--- config.mk ---
export PLATFORM = sky130hd
export DESIGN_NAME = sram_sort_master
export DESIGN_NICKNAME = d
export VERILOG_FILES = /design/src/rtl/sram_sort_master_pkg.sv /design/src/rtl/sram_sort_master.sv
export SDC_FILE = /design/constraint.sdc
export NUM_CORES = 1
export LEC_CHECK = 0
export ABC_AREA = 1
export BUFFER_PORTS_ARGS = -buffer_cell sky130_fd_sc_hd__buf_2
export CORE_ASPECT_RATIO = 2
export CORE_MARGIN = 8
export CORE_UTILIZATION = 60
export DETAILED_ROUTE_END_ITERATION = 10
export PLACE_DENSITY = 0.83
export SYNTH_ARGS = -nofsm -noshare
export SYNTH_HDL_FRONTEND = slang
export SYNTH_SLANG_ARGS = --single-unit
--- constraint.sdc ---
create_clock -name clk -period 5.26 [get_ports clk]
set_clock_uncertainty 0.1 [all_clocks]
set_input_delay 1.052 -clock clk [delete_from_list [all_inputs] [get_ports clk]]
set_output_delay 1.052 -clock clk [all_outputs]
set_load 0.03 [all_outputs]
--- src/rtl/sram_sort_master_pkg.sv ---
// Shared types and constants for the in-place SRAM bubble sorter.
// The state encoding is exported so checkers can decode the debug state output.
package sram_sort_master_pkg;

    localparam int SWAP_CNT_W = 16;

    typedef enum logic [2:0] {
        S_IDLE = 3'd0,
        S_RD_A = 3'd1,
        S_RD_B = 3'd2,
        S_CMP  = 3'd3,
        S_WR_A = 3'd4,
        S_WR_B = 3'd5,
        S_NEXT = 3'd6,
        S_DONE = 3'd7
    } state_t;

    // Saturating increment; the counter sticks at all-ones.
    function automatic logic [SWAP_CNT_W-1:0] sat_inc(input logic [SWAP_CNT_W-1:0] v);
        return (v == {SWAP_CNT_W{1'b1}}) ? v : v + SWAP_CNT_W'(1);
    endfunction

endpackage

--- src/rtl/sram_sort_master.sv ---
// Single-port SRAM initiator that bubble-sorts N words at BASE..BASE+N-1 in place,
// ascending unsigned, with an early exit after a pass that makes no swap.
module sram_sort_master
    import sram_sort_master_pkg::*;
#(
    parameter int ADDR_W = 8,
    parameter int DATA_W = 8,
    parameter int BASE   = 0,
    parameter int N      = 12
) (
    input  logic                  clk,
    input  logic                  rst,
    input  logic                  start,
    output logic                  busy,
    output logic                  done,
    output logic [SWAP_CNT_W-1:0] swaps,
    output logic [ADDR_W-1:0]     Dir,
    output logic [DATA_W-1:0]     Dato_e,
    output logic                  En,
    output logic                  We,
    input  logic [DATA_W-1:0]     Dato_s,
    output state_t                dbg_state_o
);

    localparam logic [ADDR_W-1:0] BASE_A    = ADDR_W'(BASE);
    localparam int                LAST_I    = (N < 2) ? 0 : N - 1;
    localparam logic [ADDR_W-1:0] LAST_INIT = ADDR_W'(LAST_I);
    localparam logic [ADDR_W-1:0] ONE_A     = ADDR_W'(1);

    state_t                  state_q, state_d;
    logic [ADDR_W-1:0]       i_q, i_d;
    logic [ADDR_W-1:0]       last_q, last_d;
    logic                    flag_q, flag_d;
    logic [DATA_W-1:0]       a_q, a_d;
    logic [DATA_W-1:0]       b_q, b_d;
    logic [SWAP_CNT_W-1:0]   swaps_q, swaps_d;

    always_ff @(posedge clk or posedge rst) begin
        if (rst) begin
            state_q <= S_IDLE;
            i_q     <= '0;
            last_q  <= LAST_INIT;
            flag_q  <= 1'b0;
            a_q     <= '0;
            b_q     <= '0;
            swaps_q <= '0;
        end else begin
            state_q <= state_d;
            i_q     <= i_d;
            last_q  <= last_d;
            flag_q  <= flag_d;
            a_q     <= a_d;
            b_q     <= b_d;
            swaps_q <= swaps_d;
        end
    end

    // SRAM outputs depend only on registered state, so a reset clears them immediately.
    always_comb begin
        state_d = state_q;
        i_d     = i_q;
        last_d  = last_q;
        flag_d  = flag_q;
        a_d     = a_q;
        b_d     = b_q;
        swaps_d = swaps_q;
        Dir     = '0;
        Dato_e  = '0;
        En      = 1'b0;
        We      = 1'b0;

        case (state_q)
            S_IDLE: begin
                if (start) begin
                    swaps_d = '0;
                    i_d     = '0;
                    last_d  = LAST_INIT;
                    flag_d  = 1'b0;
                    state_d = (N < 2) ? S_DONE : S_RD_A;
                end
            end
            S_RD_A: begin
                Dir     = BASE_A + i_q;
                En      = 1'b1;
                a_d     = Dato_s;
                state_d = S_RD_B;
            end
            S_RD_B: begin
                Dir     = BASE_A + i_q + ONE_A;
                En      = 1'b1;
                b_d     = Dato_s;
                state_d = S_CMP;
            end
            S_CMP: begin
                // Strict compare keeps equal words in place.
                state_d = (a_q > b_q) ? S_WR_A : S_NEXT;
            end
            S_WR_A: begin
                Dir     = BASE_A + i_q;
                Dato_e  = b_q;
                En      = 1'b1;
                We      = 1'b1;
                state_d = S_WR_B;
            end
            S_WR_B: begin
                Dir     = BASE_A + i_q + ONE_A;
                Dato_e  = a_q;
                En      = 1'b1;
                We      = 1'b1;
                flag_d  = 1'b1;
                swaps_d = sat_inc(swaps_q);
                state_d = S_NEXT;
            end
            S_NEXT: begin
                if ((i_q + ONE_A) < last_q) begin
                    i_d     = i_q + ONE_A;
                    state_d = S_RD_A;
                end else if (!flag_q || (last_q == ONE_A)) begin
                    state_d = S_DONE;
                end else begin
                    last_d  = last_q - ONE_A;
                    i_d     = '0;
                    flag_d  = 1'b0;
                    state_d = S_RD_A;
                end
            end
            S_DONE: begin
                state_d = S_IDLE;
            end
            default: begin
                state_d = S_IDLE;
            end
        endcase
    end

    assign busy        = (state_q != S_IDLE);
    assign done        = (state_q == S_DONE);
    assign swaps       = swaps_q;
    assign dbg_state_o = state_q;

endmodule

==> metrics.md, run 1 <==
| Metric | Value |
|---|---|
| DRC Markers | `0` |
| Design area | `a little under 4000 um2` |
| Lkg Pwr | `approximately 2 nW` |
| All-Layer GR Usage | `18.0%` |
| Slew Limit Fails | `0` |
| R2R setup slack | `approximately 2.8 ns` |
| Crit path buf inv count | `4` |
| VDD IR max | `495 uV` |
| Hold_buf cts | `0` |
| Worst path required time | `4.11 ns` |
| DRT Wirelength | `roughly 7500 um` |
| Synthesized net count | `just under 500` |
| Leading area contributor after synthesis | `dfrtp_1` |
| Layout net count | `between 500 and 600` |
| Hold Fails Final Rpt | `0` |
| Number of global-route vias before repair | `just under 3,000` |
| Synth area leaders | `dfrtp_1 36%, nand2_1 17%, ha_1 6.9%, inv_1 6.0%, xor2_1 3.8%` |
| Port Buffers | `about 50` |
| Slowest CP cell | `dfrtp_1` |
| Netlist cell types | `36` |
| Die height | `123 um` |
| RSZ-0062 raised after global routing | `no` |
| Antenna viol nets, final | `0` |
| Critical path's top delay family | `buffers and inverters` |
| Power Dens Cells | `roughly 500 nW/um2` |
| Initial antenna violation count | `0` |
| Reported net switching power | `~0.0009 W` |
| Final Non-Filler Cells | `between 500 and 600` |
| Routed WL per cell | `about 13 um` |
| Min Tclk post-route | `3.46 ns` |
| Vias per inst | `around 5.3` |
| Global route total overflow | `0` |
| Flop pwr share | `between 30% and 40%` |
| Status | `complete, no violations` |
| Register area share after synthesis | `between 30% and 40%` |
| Net Sw Frac | `47.4%` |
| R2r startpoint | `i_q[0]$_DFFE_PP0P_` |
| Max Root-Sink Buffers | `2` |
| FP Rows | `39` |
| 1st-iter DRT viols | `around 200` |
| Int Power | `around 0.001 W` |
| Most frequent cell after synthesis | `nand2_1` |
| Crit. Startpoint | `dbg_state_o[0]$_DFFE_PP0P_` |
| Fraction of layout instances using a drive strength above 1 | `between 10% and 20%` |
| Clock Latency Late Sink | `0.28 ns` |
| Post-DP HPWL | `about 5600 um` |
| Gp weighted congestion | `roughly 0.93` |
| CTS Sinks | `52` |
| Full die area | `8520 um2` |
| Largest net degree at the start of global routing | `between 50 and 60` |
| Syn_area_per_cell | `7.49 um2` |
| CTS tree | `yes` |
| Synthesis-to-finish area growth | `12.4%` |
| Pwr Total | `roughly 0.0019 W` |
| Most used DFF post-synth | `dfrtp_1` |
| First-pass GRT wire length | `between 10,000 and 15,000 um` |
| Ys async rst share | `100%` |
| Startpoint types | `flop` |
| Postcts setup bufs | `0` |
| Combinational power share | `about half` |
| Max Freq | `a little under 0.3 GHz` |
| Setup TNS | `0 ns` |
| Placed cell area | `3690 um2` |
| Vias | `3,030` |
| Yosys top cell area share | `between 30% and 40%` |
| Worst Setup Path Type | `flop to primary output` |
| Number of placed I/O pins | `50` |
| Initial Utilization | `61.0%` |
| Number of synthesized flops with an enable pin | `0` |
| Worst slew margin | `28.0%` |
| CP dominant cell by count | `nor2_4` |
| CTS HTree Levels | `2` |
| Crit share post-route | `between 60% and 70%` |
| Post-cts resize count | `0` |
| Synthesized area | `3420 um2` |
| Max stage delay on crit path | `~0.44 ns` |
| Core footprint | `around 5600 um2` |
| Worst Hold Launch | `last_q[1]$_DFFE_PP1P_` |
| Most common library cells after synthesis | `156 x nand2_1, 55 x inv_1, 49 x dfrtp_1` |
| Critical Path AT | `about 2.3 ns` |
| Antenna diode count | `0` |
| Worst hold path class | `flop to flop` |
| Reg clk slew, reported paths | `~0.06 ns` |
| Max-cap violations | `0` |
| Clock power share | `about 17%` |
| Drt pass-1 iters | `4` |
| CTS Buf Count | `5` |
| Yosys warns | `0` |
| Crit path cell chain | `inv_2 > nor2_4 > nand2_2 > inv_1 > nor2_4 > clkinv_1 > nand2_1 > o21ai_0 > buf_2` |
| Worst-margin pin slew | `around 1.1 ns` |
| Endpoints failing setup | `0` |
| Clock root buffer | `clkbuf_16` |
| Synth Instances | `roughly 460` |
| #FFs+latches synth | `between 50 and 60` |
| Placed cells | `560` |
| CP Max Fanout | `24` |
| CP endpoint kind | `primary output` |
| Die X-Extent | `69.4 um` |
[power by group through the flow]
stage          Sequential, W  Clock (W)  Combinational [W]
2_1_floorplan       0.000615          0           0.000776
3_3_place_gp        0.000606          0           0.000964
3_5_place_dp        0.000610          0           0.000983
4_1_cts             0.000605   0.000338           0.000997
5_1_grt             0.000620   0.000351            0.00112
6_report            0.000605   0.000331           0.000991
[metrics by stage]
stage	utilization, %	hold slack (ns)	setup WS (ns)
finish	68.5	0.372	1.80
global route	68.5	0.401	1.54
CTS	68.5	0.374	1.76
detailed placement	65.8	0.364	2.07
global placement	65.8	0.357	2.13
floorplan	-	0.339	2.22
[worst paths after layout]
| check | to | cells past startpoint |
|---|---|---|
| max in group asynchronous | swaps[3]$_DFFE_PP0P_ | 2 |
| min reg2reg | last_q[1]$_DFFE_PP1P_ | 2 |
| max reg2reg | i_q[7]$_DFFE_PP0P_ | 11 |
| min | last_q[1]$_DFFE_PP1P_ | 2 |
| min in group asynchronous | i_q[4]$_DFFE_PP0P_ | 2 |
| max | Dir[6] | 9 |
[tightest hold or removal path: cells and delay by family (launching register included)]
kind	cells	cell delay, ns
flip-flops	1	0.37
AND/OR/NAND/NOR	2	0.10
[cell usage in the layout, fill, tap and decap left out, types with 11 or more instances in the layout]
master and instances:
dfrtp_1 49, xor2_1 15, nor2_1 31, nand4_1 11, o21ai_0 24, inv_1 54, nand3_1 21, nand2_1 156
ha_1 19, buf_2 49
[layout make-up]
type	count	area [um2]
sequential	52	1310
clock buffer	7	153
inverter	61	231
fill	488	1770
multi-input combinational	337	1840
timing repair buffer	49	245
tap	61	76.3
[sequential cells by signal, indices dropped and copies added (netlist names)]
register     flops
swaps           16
last_q           8
flag_q           1
b_q              8
dbg_state_o      3
i_q              8
a_q              8
[layer usage]
layer	global-route usage, %	up-vias	part of all wire, %
met3	4.05	7	6.5
li1	-	1552	-
met2	30.3	89	48
met5	0	-	0
met4	4.26	0	1.1
met1	22.9	1382	45
[kinds of logic (layout without fill, tap and decap cells)]
family | after synthesis | in the layout | synth area share [%]
buffers and inverters | 68 | 117 | 8.19
adder cells (fa/ha/maj) | 19 | 19 | 6.95
AND/OR/NAND/NOR | 248 | 248 | 33.1
AO/OA/AOI/OAI | 52 | 52 | 9.00
XOR/XNOR | 18 | 18 | 4.61
flip-flops | 52 | 52 | 38.1
Power figures use the tool's default switching activity.
==> run 2, diff against run 1 <==
CORE_UTILIZATION = 52   (was 60)
PLACE_DENSITY = 0.77   (was 0.83)
clock period = 3.1 ns   (was 5.26 ns; I/O delays follow)
==> metrics.md, run 2 (synthesis results as in run 1) <==
| Metric | Value |
|---|---|
| Status | `complete, no violations` |
| CTS Buf Count | `5` |
| Startpoint types | `flop` |
| CP Max Fanout | `17` |
| CTS Sinks | `52` |
| Critical Path AT | `2.05 ns` |
| Antenna viol nets, final | `0` |
| Global route total overflow | `0` |
| Routed WL per cell | `between 10 and 15 um` |
| Full die area | `approximately 9600 um2` |
| Core footprint | `about 6500 um2` |
| Worst-margin pin slew | `0.650 ns` |
| Slowest CP cell | `dfrtp_1` |
| Initial antenna violation count | `0` |
| CTS tree | `yes` |
| Max-cap violations | `0` |
| Synthesis-to-finish area growth | `15.2%` |
| CP dominant cell by count | `nor2_4` |
| Endpoints failing setup | `0` |
| Hold_buf cts | `0` |
| Hold Fails Final Rpt | `0` |
| Fillcell total | `620` |
| Fraction of layout instances using a drive strength above 1 | `between 10% and 20%` |
| Vias per inst | `around 5` |
| FP Rows | `42` |
| Slew Limit Fails | `0` |
| VDD IR max | `between 300 and 400 uV` |
| Drt pass-1 iters | `4` |
| First-pass GRT wire length | `13,100 um` |
| Die X-Extent | `roughly 73 um` |
| Postcts setup bufs | `0` |
| Crit path cell chain | `inv_2 > nor2_4 > inv_1 > nor2_4 > a21oi_1 > o22ai_1 > buf_2` |
| Post-cts resize count | `0` |
| Setup WS post-layout | `approximately 0.33 ns` |
| DRC Markers | `0` |
| Power Dens Cells | `859 nW/um2` |
| Crit share post-route | `between 80% and 90%` |
| Initial Utilization | `between 50% and 60%` |
| Most frequent cells in the layout | `156 x nand2_1, 54 x inv_1, 49 x dfrtp_1, 49 x buf_2, 31 x nor2_1` |
| Dpl ws | `~0.66 ns` |
| CP endpoint kind | `primary output` |
| Antenna diode count | `0` |
| Max Root-Sink Buffers | `2` |
| Post-DP HPWL | `about 5600 um` |
| Clock root buffer | `clkbuf_16` |
| Number of global-route vias before repair | `2,857` |
| Worst Setup Path Type | `flop to primary output` |
| Die height | `around 130 um` |
| Gp weighted congestion | `approximately 0.84` |
| Worst slew margin | `a little under three fifths` |
| Most common cell after layout, fill and taps aside | `nand2_1` |
| Final Non-Filler Cells | `between 500 and 600` |
| DRT Wirelength | `around 7600 um` |
| Layout net count | `540` |
| Max stage delay on crit path | `0.45 ns` |
| All-Layer GR Usage | `17.0%` |
| Largest net degree at the start of global routing | `31` |
| Min Tclk post-route | `approximately 2.8 ns` |
| Setup TNS | `0 ns` |
| Number of placed I/O pins | `50` |
| Worst path required time | `2.38 ns` |
| Lkg Pwr | `around 2.1 nW` |
| Port Buffers | `49` |
| Reg2reg path depth | `11` |
| Design area | `roughly 3900 um2` |
| CTS HTree Levels | `2` |
| 1st-iter DRT viols | `roughly 170` |
| RSZ-0062 raised after global routing | `no` |
| Max FFs per register | `16` |
| Placed cells | `591` |
| Worst hold path class | `input port to async pin` |
| Clock Latency Late Sink | `between 0.2 and 0.3 ns` |
| Max Freq | `approximately 0.36 GHz` |
| Reg clk slew, reported paths | `~0.06 ns` |
| Placed cell area | `around 3800 um2` |
| Vias | `about 3,000` |
run 2: cell count changes in the layout (fill, tap and decap cells not counted), sizes merged:
cell    before  now
buf         49   53
bufinv       0    1
run 2: worst paths after layout:
check                                      startpoint               endpoint  slack (ns)
max                        dbg_state_o[0]$_DFFE_PP0P_                 Dir[5]        0.33
min                                               rst     i_q[4]$_DFFE_PP0P_        0.30
max reg2reg                        i_q[2]$_DFFE_PP0P_     i_q[7]$_DFFE_PP0P_        0.72
min reg2reg                     last_q[1]$_DFFE_PP1P_  last_q[1]$_DFFE_PP1P_        0.37
max in group asynchronous                         rst  last_q[3]$_DFFE_PP1P_        1.86
min in group clk                last_q[1]$_DFFE_PP1P_  last_q[1]$_DFFE_PP1P_        0.37
run 2: stage by stage:
step	utilization (%)	total power (W)	hold WS, ns
floorplan	-	0.00236	0.339
global placement	57.7	0.00269	0.362
detailed placement	57.7	0.00273	0.364
CTS	60.5	0.00342	0.328
global route	60.5	0.00368	0.359
finish	60.5	0.00338	0.299
run 2: worst max-delay path: cells and delay by family, from the launching register on:
| family | cells | cell delay [ns] |
|---|---|---|
| compound gates | 2 | 0.48 |
| buf+inv | 3 | 0.40 |
| flops | 1 | 0.45 |
| simple gates | 2 | 0.42 |
run 2: metal layers:
metal  vias up  wire length [um]  GRT usage (%)
li1       1560                 -              -
met5         -                 0              0
met4         0               130           6.76
met2        71              3530           26.8
met1      1358              3470           22.0
met3         9               472           3.59
run 2: power by group:
part	leakage, nW	internal, W	total, W	switching [W]
sequential	0.682	0.000873	0.00102	0.000151
combinational	1.30	0.000520	0.00169	0.00117
clock	0.0901	0.000425	0.000666	0.000241
run 2: layout make-up:
cell class	instances	area (um2)	share of cell area (%)
timing repair buffer	53	275	6.99
multi-input combinational	337	1840	46.6
clock inverter	1	30.0	0.762
clock buffer	7	153	3.87
inverter	61	231	5.87
tap	88	110	2.79
sequential	52	1310	33.1
==> run 3, diff against run 2 <==
--- a/config.mk
+++ b/config.mk
@@ -13,2 +13,4 @@
 export DETAILED_ROUTE_END_ITERATION = 10
+export GPL_TIMING_DRIVEN = 0
+export MAX_ROUTING_LAYER = met4
 export PLACE_DENSITY = 0.77
--- a/constraint.sdc
+++ b/constraint.sdc
@@ -4,2 +4,2 @@
 set_output_delay 0.62 -clock clk [all_outputs]
-set_load 0.03 [all_outputs]
+set_load 0.02 [all_outputs]
==> metrics.md, run 3 (synthesis results as in run 1) <==
| Metric | Value |
|---|---|
| Initial Utilization | `52.5%` |
| Max Freq | `between 0.3 and 0.4 GHz` |
| Power Dens Cells | `slightly above 800 nW/um2` |
| Post-cts resize count | `0` |
| Port Buffers | `just under 50` |
| Postcts setup bufs | `0` |
| CP Max Fanout | `9` |
| Status | `complete, no violations` |
| Reg clk slew, reported paths | `0.06 ns` |
| First-pass GRT wire length | `approximately 13,000 um` |
| Crit share post-route | `between 80 and 90%` |
| Dpl ws | `~0.62 ns` |
| Crit. Startpoint | `dbg_state_o[0]$_DFFE_PP0P_` |
| DRC Markers | `0` |
| R2R setup slack | `around 0.63 ns` |
| RSZ-0062 raised after global routing | `no` |
| Slew Limit Fails | `0` |
| Startpoint types | `flop` |
| Post-DP HPWL | `5770 um` |
| DRT Wirelength | `about 7500 um` |
| Placed cell area | `3800 um2` |
| 1st-iter DRT viols | `between 150 and 200` |
| Antenna diode count | `0` |
| Worst hold path class | `input port to async pin` |
| Worst path required time | `roughly 2.4 ns` |
| Clock power share | `between 10% and 20%` |
| Critical Path AT | `around 2.0 ns` |
| Max FFs per register | `16` |
| CTS Buf Count | `5` |
| Number of placed I/O pins | `50` |
| Die height | `between 100 and 150 um` |
| Setup TNS | `0 ns` |
| Largest net degree at the start of global routing | `31` |
| Crit path cell chain | `inv_2 > nor2_4 > inv_1 > nor2_4 > a21oi_1 > o21ai_0 > buf_2` |
| Clock root buffer | `clkbuf_16` |
| CTS HTree Levels | `2` |
| Worst slew margin | `55.1%` |
| Most frequent cells in the layout | `156 x nand2_1, 54 x inv_1, 52 x buf_2` |
| Vias per inst | `5.04` |
| Flop pwr share | `between 30% and 40%` |
| Hold_buf cts | `0` |
| Max Root-Sink Buffers | `2` |
| Max-cap violations | `0` |
| Drt pass-1 iters | `6` |
| Combinational power share | `52.5%` |
| CP endpoint kind | `primary output` |
| Synthesis-to-finish area growth | `14.9%` |
| Die X-Extent | `roughly 73 um` |
| Vias | `between 3,000 and 4,000` |
| All-Layer GR Usage | `17.2%` |
| Design area | `~3900 um2` |
| Int Power | `0.00173 W` |
| Final Non-Filler Cells | `602` |
| Layout net count | `about 540` |
| FP Rows | `between 40 and 50` |
| R2r startpoint | `i_q[0]$_DFFE_PP0P_` |
| Global route total overflow | `0` |
| Clock Latency Late Sink | `approximately 0.29 ns` |
| Gp weighted congestion | `0.892` |
| Endpoints failing setup | `0` |
| Hold Fails Final Rpt | `0` |
| CTS tree | `yes` |
| Fraction of layout instances using a drive strength above 1 | `slightly below 20%` |
| Setup WS post-layout | `0.376 ns` |
| Worst Setup Path Type | `flop to primary output` |
| Placed cells | `595` |
| Min Tclk post-route | `2.72 ns` |
| Core footprint | `6520 um2` |
| Lkg Pwr | `2.07 nW` |
| Max stage delay on crit path | `between 0.5 and 0.6 ns` |
| Antenna viol nets, final | `0` |
| CP dominant cell by count | `nor2_4` |
| CTS Sinks | `52` |
| Number of global-route vias before repair | `approximately 2,800` |
| Initial antenna violation count | `0` |
| Net Sw Frac | `between 40% and 50%` |
| Worst-margin pin slew | `0.673 ns` |
| Routed WL per cell | `between 10 and 15 um` |
| Slowest CP cell | `a21oi_1` |
| Most common cell after layout, fill and taps aside | `nand2_1` |
| Full die area | `between 9000 and 10,000 um2` |
| Final core occ | `between 60 and 70%` |
| Reported net switching power | `around 0.0015 W` |
| VDD IR max | `between 500 and 600 uV` |
[run 3: changes by cell type in the layout (fill, tap and decap cells not counted)]
cell / delta
buf_12: +1
buf_2: +3
buf_4: -3
buf_6: +2
bufinv_16: -1
clkbuf_1: +2
clkbuf_8: -2
clkinv_2: +1
[run 3: path summary, 6_finish.rpt]
check / endpoint / cells after the start
min in group clk: i_q[7]$_DFFE_PP0P_ / 2
min: dbg_state_o[0]$_DFFE_PP0P_ / 2
max: Dir[7] / 7
max reg2reg: i_q[6]$_DFFE_PP0P_ / 11
max in group asynchronous: last_q[1]$_DFFE_PP1P_ / 3
min reg2reg: i_q[7]$_DFFE_PP0P_ / 2
[run 3: per-stage QoR]
stage          hold slack [ns]  power, W
2_1_floorplan            0.339   0.00228
3_3_place_gp             0.354   0.00267
3_5_place_dp             0.360   0.00272
4_1_cts                  0.275   0.00325
5_1_grt                  0.296   0.00351
6_report                 0.255   0.00322
[run 3: layout make-up]
cell class	instances	area, um2
fillers	649	2590
multi-input cells	337	1840
flip-flops and latches	52	1310
repair buffers	50	265
inverters	61	231
clock buffers	6	129
well taps	88	110
plain buffers	7	48.8
clock inverters	1	5.00
[run 3: power groups by stage]
stage          sequential (W)  clock, W  combinational, W
6_report              0.00101  0.000522           0.00169
5_1_grt               0.00103  0.000565           0.00191
3_5_place_dp          0.00102         0           0.00170
2_1_floorplan         0.00102         0           0.00126
4_1_cts               0.00101  0.000537           0.00171
3_3_place_gp          0.00101         0           0.00166
[run 3: critical path: cells and delay by family (launching register included)]
| family | cells | cell delay (ns) |
|---|---|---|
| AO/OA/AOI/OAI | 2 | 0.69 |
| flip-flops | 1 | 0.45 |
| buffers and inverters | 3 | 0.46 |
| AND/OR/NAND/NOR | 2 | 0.13 |
[run 3: metal layers]
layer  up-vias  wire [um]  GRT usage, %
li1       1574          -             -
met1      1387       3510          21.6
met2        65       3460          26.9
met3         7        430          3.36
met4         0         95          5.69
met5         -          0             -
